[config.mk]
export PLATFORM = sky130hd
export DESIGN_NAME = data_mem_responder_flat
export DESIGN_NICKNAME = d
export VERILOG_FILES = /design/src/rtl/data_mem_responder_if.sv /design/src/rtl/data_mem_responder.sv /design/src/flat_wrapper.sv
export SDC_FILE = /design/constraint.sdc
export NUM_CORES = 2
export LEC_CHECK = 0
export CORE_ASPECT_RATIO = 0.5
export CORE_UTILIZATION = 54
export CTS_CLUSTER_SIZE = 30
export DETAILED_ROUTE_END_ITERATION = 8
export PLACE_DENSITY = 0.74
export SLEW_MARGIN = 20
export SYNTH_ARGS = -nofsm -noshare
export SYNTH_HDL_FRONTEND = slang
export SYNTH_SLANG_ARGS = --single-unit
[constraint.sdc]
create_clock -name Clk -period 35 [get_ports Clk]
set_input_delay 5.25 -clock Clk [delete_from_list [all_inputs] [get_ports Clk]]
set_output_delay 5.25 -clock Clk [all_outputs]
set_load 0.02 [all_outputs]
[src/rtl/data_mem_responder_if.sv]
// Request/acknowledge data-memory bus between a CPU datapath (master) and
// the memory responder (slave).
interface data_mem_responder_if #(
  parameter int m = 32
);
  logic         Req;
  logic         WE;
  logic [31:0]  Addr;
  logic [m-1:0] WrData;
  logic [3:0]   ByteEn;
  logic         Ack;
  logic [m-1:0] RdData;
  logic         Err;

  modport master (
    output Req, WE, Addr, WrData, ByteEn,
    input  Ack, RdData, Err
  );

  modport slave (
    input  Req, WE, Addr, WrData, ByteEn,
    output Ack, RdData, Err
  );
endinterface

[src/rtl/data_mem_responder.sv]
// Data-memory responder: one access at a time, LATENCY wait states, byte-lane
// writes into 2^n words, single-cycle Ack with Err for rejected addresses.
module data_mem_responder #(
  parameter int n       = 5,
  parameter int m       = 32,
  parameter int LATENCY = 2
) (
  input logic                 Clk,
  input logic                 Reset,
  data_mem_responder_if.slave bus
);

  localparam int         DEPTH    = 1 << n;
  localparam logic [3:0] CNT_LOAD = (LATENCY == 0) ? 4'd0 : 4'(LATENCY - 1);

  typedef enum logic [1:0] {IDLE, WAIT, RESP} state_t;

  state_t       state_q, state_d;
  logic [3:0]   cnt_q, cnt_d;
  logic         we_q, we_d;
  logic [31:0]  addr_q, addr_d;
  logic [m-1:0] wr_data_q, wr_data_d;
  logic [3:0]   byte_en_q, byte_en_d;
  logic         ack_q, ack_d;
  logic         err_q, err_d;
  logic [m-1:0] rd_data_q, rd_data_d;
  logic [m-1:0] mem_q [DEPTH];

  logic         op_we;
  logic [31:0]  op_addr;
  logic [m-1:0] op_wr_data;
  logic [3:0]   op_byte_en;
  logic [n-1:0] op_idx;
  logic         op_err;
  logic [m-1:0] merged;
  logic         start_resp;
  logic         mem_we;

  // With zero wait states the access executes on the accepting edge, so the
  // live bus values stand in for the not-yet-latched copies.
  always_comb begin
    if (state_q == IDLE) begin
      op_we      = bus.WE;
      op_addr    = bus.Addr;
      op_wr_data = bus.WrData;
      op_byte_en = bus.ByteEn;
    end else begin
      op_we      = we_q;
      op_addr    = addr_q;
      op_wr_data = wr_data_q;
      op_byte_en = byte_en_q;
    end
  end

  assign op_idx = op_addr[n+1:2];
  assign op_err = (op_addr[1:0] != 2'b00) || ((op_addr >> (n + 2)) != 32'd0);

  always_comb begin
    for (int k = 0; k < 4; k++) begin
      merged[8*k +: 8] = op_byte_en[k] ? op_wr_data[8*k +: 8] : mem_q[op_idx][8*k +: 8];
    end
  end

  always_comb begin
    // NOTE: every _d takes its held value first so no path through the case
    // leaves a variable unassigned, which would otherwise infer a latch.
    state_d    = state_q;
    cnt_d      = cnt_q;
    we_d       = we_q;
    addr_d     = addr_q;
    wr_data_d  = wr_data_q;
    byte_en_d  = byte_en_q;
    rd_data_d  = rd_data_q;
    ack_d      = 1'b0;
    err_d      = 1'b0;
    start_resp = 1'b0;
    mem_we     = 1'b0;

    unique case (state_q)
      IDLE: begin
        if (bus.Req) begin
          we_d      = bus.WE;
          addr_d    = bus.Addr;
          wr_data_d = bus.WrData;
          byte_en_d = bus.ByteEn;
          if (LATENCY == 0) begin
            state_d    = RESP;
            start_resp = 1'b1;
          end else begin
            cnt_d   = CNT_LOAD;
            state_d = WAIT;
          end
        end
      end
      WAIT: begin
        if (cnt_q == 4'd0) begin
          state_d    = RESP;
          start_resp = 1'b1;
        end else begin
          cnt_d = cnt_q - 4'd1;
        end
      end
      RESP: state_d = IDLE;
      default: state_d = IDLE;
    endcase

    // The access itself happens on the edge that enters RESP.
    if (start_resp) begin
      ack_d  = 1'b1;
      err_d  = op_err;
      mem_we = op_we && !op_err;
      if (!op_we) begin
        rd_data_d = op_err ? '0 : mem_q[op_idx];
      end
    end
  end

  always_ff @(posedge Clk or posedge Reset) begin
    if (Reset) begin
      state_q   <= IDLE;
      cnt_q     <= 4'd0;
      we_q      <= 1'b0;
      addr_q    <= 32'd0;
      wr_data_q <= '0;
      byte_en_q <= 4'd0;
      ack_q     <= 1'b0;
      err_q     <= 1'b0;
      rd_data_q <= '0;
      // NOTE: storage must read as zero after reset, so the array is built
      // from resettable flops rather than an inferred RAM macro.
      for (int i = 0; i < DEPTH; i++) begin
        mem_q[i] <= '0;
      end
    end else begin
      // NOTE: state uses non-blocking assignments so every flop samples the
      // pre-edge values; blocking here would create order-dependent races.
      state_q   <= state_d;
      cnt_q     <= cnt_d;
      we_q      <= we_d;
      addr_q    <= addr_d;
      wr_data_q <= wr_data_d;
      byte_en_q <= byte_en_d;
      ack_q     <= ack_d;
      err_q     <= err_d;
      rd_data_q <= rd_data_d;
      if (mem_we) begin
        mem_q[op_idx] <= merged;
      end
    end
  end

  assign bus.Ack    = ack_q;
  assign bus.Err    = err_q;
  assign bus.RdData = rd_data_q;

endmodule

[src/flat_wrapper.sv]
// flat-port wrapper written by rule: the top's interface ports become plain ports
module data_mem_responder_flat 
#(
  parameter int n       = 5,
  parameter int m       = 32,
  parameter int LATENCY = 2
)
  (Clk, Reset, bus_Req, bus_WE, bus_Addr, bus_WrData, bus_ByteEn, bus_Ack, bus_RdData, bus_Err);
  data_mem_responder_if #(.m(m)) bus_i ();
  input logic Clk;
  input logic Reset;
  input wire logic [$bits(bus_i.Req)-1:0] bus_Req;
  input wire logic [$bits(bus_i.WE)-1:0] bus_WE;
  input wire logic [$bits(bus_i.Addr)-1:0] bus_Addr;
  input wire logic [$bits(bus_i.WrData)-1:0] bus_WrData;
  input wire logic [$bits(bus_i.ByteEn)-1:0] bus_ByteEn;
  output wire logic [$bits(bus_i.Ack)-1:0] bus_Ack;
  output wire logic [$bits(bus_i.RdData)-1:0] bus_RdData;
  output wire logic [$bits(bus_i.Err)-1:0] bus_Err;
  assign bus_i.Req = bus_Req;
  assign bus_i.WE = bus_WE;
  assign bus_i.Addr = bus_Addr;
  assign bus_i.WrData = bus_WrData;
  assign bus_i.ByteEn = bus_ByteEn;
  assign bus_Ack = bus_i.Ack;
  assign bus_RdData = bus_i.RdData;
  assign bus_Err = bus_i.Err;
  data_mem_responder #(.n(n), .m(m), .LATENCY(LATENCY)) u_core (.Clk(Clk), .Reset(Reset), .bus(bus_i));
endmodule
==> impl_metrics.env <==
export IMPL_outcome="complete, no violations"
export IMPL_cts_reportedPaths_clkPinSlew_ns=0.07
export IMPL_drt_iter0_drc=5435
export IMPL_cp_max_fo=72
export IMPL_coreArea_mm2=0.08663
export IMPL_arrival_ns=10.15
export IMPL_grt_pass1_vias=37650
export IMPL_num_vias=39590
export IMPL_clk_path_buf_depth=3
export IMPL_area_growth_pct=9.821
export IMPL_nFillCells=7013
export IMPL_required_ns=35.53
export IMPL_overflow=0
export IMPL_route_detailed_drc=0
export IMPL_chipWidth_um=421.6
export IMPL_ys_seq_area_frac=0.5963
export IMPL_worst_ir_drop_vdd_v=0.00008632
export IMPL_n_antenna_cell=0
export IMPL_track_usage=0.3378
export IMPL_wire_per_inst_um=24.61
export IMPL_p_sw_uw=1887
export IMPL_min_period_over_period=0.2750
export IMPL_cts_resized=0
export IMPL_timing_hold_ws_ns=0.4768
export IMPL_synthArstFlopShare=1.000
export IMPL_post_cts_buffers=0
export IMPL_clockRootBuffer="clkbuf_16"
export IMPL_layout_min_cycle_time_ns=9.623
export IMPL_syn_area_per_cell_um2=9.383
export IMPL_routabilityCongestion=0.8301
export IMPL_ys_ff_latch=1133
export IMPL_drv_cap=0
export IMPL_die_h_um=211.8
export IMPL_cts_buffers=99
export IMPL_mostFrequentLayoutCell="nand2_1"
export IMPL_finalWirelength_mm=150.6
export IMPL_hold_path_class="register to register"
export IMPL_cts_sinks=1133
export IMPL_syn_area_mm2=0.04755
export IMPL_fin_setup_tns_ns=0
export IMPL_drv_slew=0
export IMPL_yosysUniqueCellTypes=47
export IMPL_clock_latency_ns=0.70
export IMPL_slowest_delay_ns=0.89
export IMPL_ios=106
export IMPL_worst_path_max_delay_cell="o31ai_2"
export IMPL_final_cell_mix="nand2_1 (1334), dfrtp_1 (1133), o21ai_0 (769), o22ai_1 (480), o21ai_1 (267)"
export IMPL_critPathLaunchType="input port"
export IMPL_drive_gt1_frac=0.07110
export IMPL_relSlewSlack=0.2342
export IMPL_pwr_density_cell_mw_per_mm2=83.14
export IMPL_ys_warn_count=0
export IMPL_grt_max_degree=179
export IMPL_port_buffers=105
export IMPL_ant_nets=0
export IMPL_initial_core_util=0.5488
export IMPL_critPathKind="input port to register"
export IMPL_viasPerCell=6.468
export IMPL_dr_pass1_iters=6
export IMPL_final_hold_viol_count=0
export IMPL_swShare=0.4347
export IMPL_syn_inst=5067
export IMPL_p_clk_frac=0.255
export IMPL_hold_buffers=0
export IMPL_synth_fp_nets=5140
export IMPL_tightest_slew_ns=1.149
export IMPL_worst_clock_skew_ns=0.02669
export IMPL_rows=76
export IMPL_pwr_share_comb=0.427
export IMPL_synth_edf_count=0
export IMPL_end_kind="register"
export IMPL_tritoncts="yes"
export IMPL_power_leakage_uw=0.02328
export IMPL_crit_top_cell="buf_4"
export IMPL_fmax_mhz=103.9
export IMPL_htree_levels=3
export IMPL_rsz0062_at_grt="no"
export IMPL_power_internal_uw=2454
export IMPL_crit_chain="clkdlybuf4s50_1, or4b_1, o21a_4, buf_4, buf_4, o22ai_1, nor3_1, or4_1, o31ai_2, buf_4, o21ai_0"
export IMPL_seqPwrFrac=0.318
export IMPL_grt_pass1_wl_mm=229.4
export IMPL_fin_nets=4946
export IMPL_final_core_util=0.6028
export IMPL_antenna_found_initial=1
export IMPL_die_area_mm2=0.08931
export IMPL_synth_top_flop_cell="dfrtp_1"
export IMPL_dp_final_hpwl_mm=81.20
export IMPL_setup_viol=0
-- layout make-up --
type / instances / area [um^2] / area share
multi-input cells: 3432 / 17210 / 0.3296
clock buffers: 153 / 2992 / 0.05729
well taps: 1170 / 1464 / 0.02804
repair buffers: 204 / 1937 / 0.03709
clock inverters: 26 / 247.7 / 0.004745
inverters: 3 / 15.01 / 0.0002875
flip-flops and latches: 1133 / 28350 / 0.5430
-- kinds of logic (layout without fill, tap and decap cells) --
kind of cell             after synthesis  after routing  share of synthesized area
AND/OR/NAND/NOR                     1787           1787                     0.1585
AO/OA/AOI/OAI                       1641           1641                     0.1996
flip-flops                          1133           1133                     0.5963
buffers and inverters                502            386                    0.04466
multiplexers                           2              2                  0.0004737
adder cells (fa/ha/maj)                1              1                  0.0002631
XOR/XNOR                               1              1                  0.0001842
-- worst max-delay path: cells and delay by family --
family	cells	cell delay [ns]
buffers and inverters	4	1.87
AOI/OAI and AO/OA	4	1.59
and+or+nand+nor	3	1.29
-- layer usage --
| layer | up-vias | global-route usage | share of wire |
|---|---|---|---|
| met3 | 382 | 0.09605 | 0.12 |
| met4 | 0 | 0.1246 | 0.036 |
| met2 | 2284 | 0.4966 | 0.43 |
| li1 | 17330 | - | - |
| met1 | 19590 | 0.4787 | 0.41 |
| met5 | - | 0 | 0 |
-- per-stage QoR --
step           instances  total power, uW  instance area [um^2]  setup slack (ns)
2_1_floorplan       5067             2674                 47550             14.11
3_3_place_gp        5926             3105                 48760             24.79
3_5_place_dp        5930             3143                 48800             24.78
4_1_cts             6109             4238                 52040             25.48
5_1_grt             6121             4507                 52220             25.13
6_report            6121             4341                 52220             25.38
-- synthesized netlist by cell type (2+ instances only) --
library cell	count	share of area
nor2b_1	3	0.00039
nand3_1	34	0.0036
a22o_1	10	0.0018
o31ai_4	22	0.0098
nand4_1	2	0.00026
o21ai_0	769	0.081
o21ai_1	268	0.028
o31ai_2	8	0.0021
or4_4	2	0.00047
o31ai_1	27	0.0043
nand2_1	1343	0.11
clkbuf_2	3	0.00032
dfrtp_1	1133	0.60
nor2_1	28	0.0022
nand2b_1	5	0.00066
a21oi_1	16	0.0017
nor4_1	13	0.0017
inv_1	3	0.00024
or4b_1	2	0.00042
buf_6	4	0.00095
or4_1	61	0.0096
buf_1	24	0.0019
buf_2	128	0.013
o21a_1	3	0.00047
nor3b_1	2	0.00032
buf_4	12	0.0019
or2_2	8	0.0011
nor4bb_1	2	0.00042
clkbuf_1	328	0.026
nor3_1	232	0.024
and2_1	2	0.00026
or2_1	2	0.00026
o41ai_4	2	0.0012
or4b_2	2	0.00042
or3_1	41	0.0054
mux2_2	2	0.00047
a22oi_1	32	0.0051
o22ai_1	480	0.063
-- power by group through the flow --
| stage | Sequential, uW | Clock (uW) | Combinational (uW) |
|---|---|---|---|
| 6_report | 1380 | 1110 | 1850 |
| 5_1_grt | 1390 | 1160 | 1960 |
| 4_1_cts | 1380 | 1110 | 1750 |
| 3_5_place_dp | 1410 | 0 | 1740 |
| 3_3_place_gp | 1400 | 0 | 1700 |
| 2_1_floorplan | 1400 | 0 | 1270 |
-- worst paths after layout --
| path | from | endpoint | slack [ns] | cells after the start |
|---|---|---|---|---|
| hold / removal | u_core.bus.RdData[16]$_DFFE_PP0P_ | u_core.bus.RdData[16]$_DFFE_PP0P_ | 0.48 | 2 |
| max in group asynchronous | Reset | u_core.mem_q[854]$_DFFE_PP0P_ | 25.77 | 7 |
| setup reg to reg | u_core.state_q[0]$_DFFE_PP0P_ | u_core.mem_q[974]$_DFFE_PP0P_ | 29.71 | 10 |
| setup / recovery | bus_Addr[2] | u_core.mem_q[974]$_DFFE_PP0P_ | 25.38 | 11 |
| min in group asynchronous | Reset | u_core.addr_q[18]$_DFFE_PP0P_ | 5.17 | 3 |
| hold reg to reg | u_core.bus.RdData[16]$_DFFE_PP0P_ | u_core.bus.RdData[16]$_DFFE_PP0P_ | 0.48 | 2 |
-- state kept, by name, summed over array words and instances, names as in the netlist --
| register | flops |
|---|---|
| u_core.bus.Err | 1 |
| u_core.we_q | 1 |
| u_core.addr_q | 32 |
| u_core.state_q | 2 |
| u_core.bus.Ack | 1 |
| u_core.byte_en_q | 4 |
| u_core.cnt_q | 4 |
| u_core.wr_data_q | 32 |
| u_core.bus.RdData | 32 |
| u_core.mem_q | 1024 |
Power figures use the tool's default switching activity.
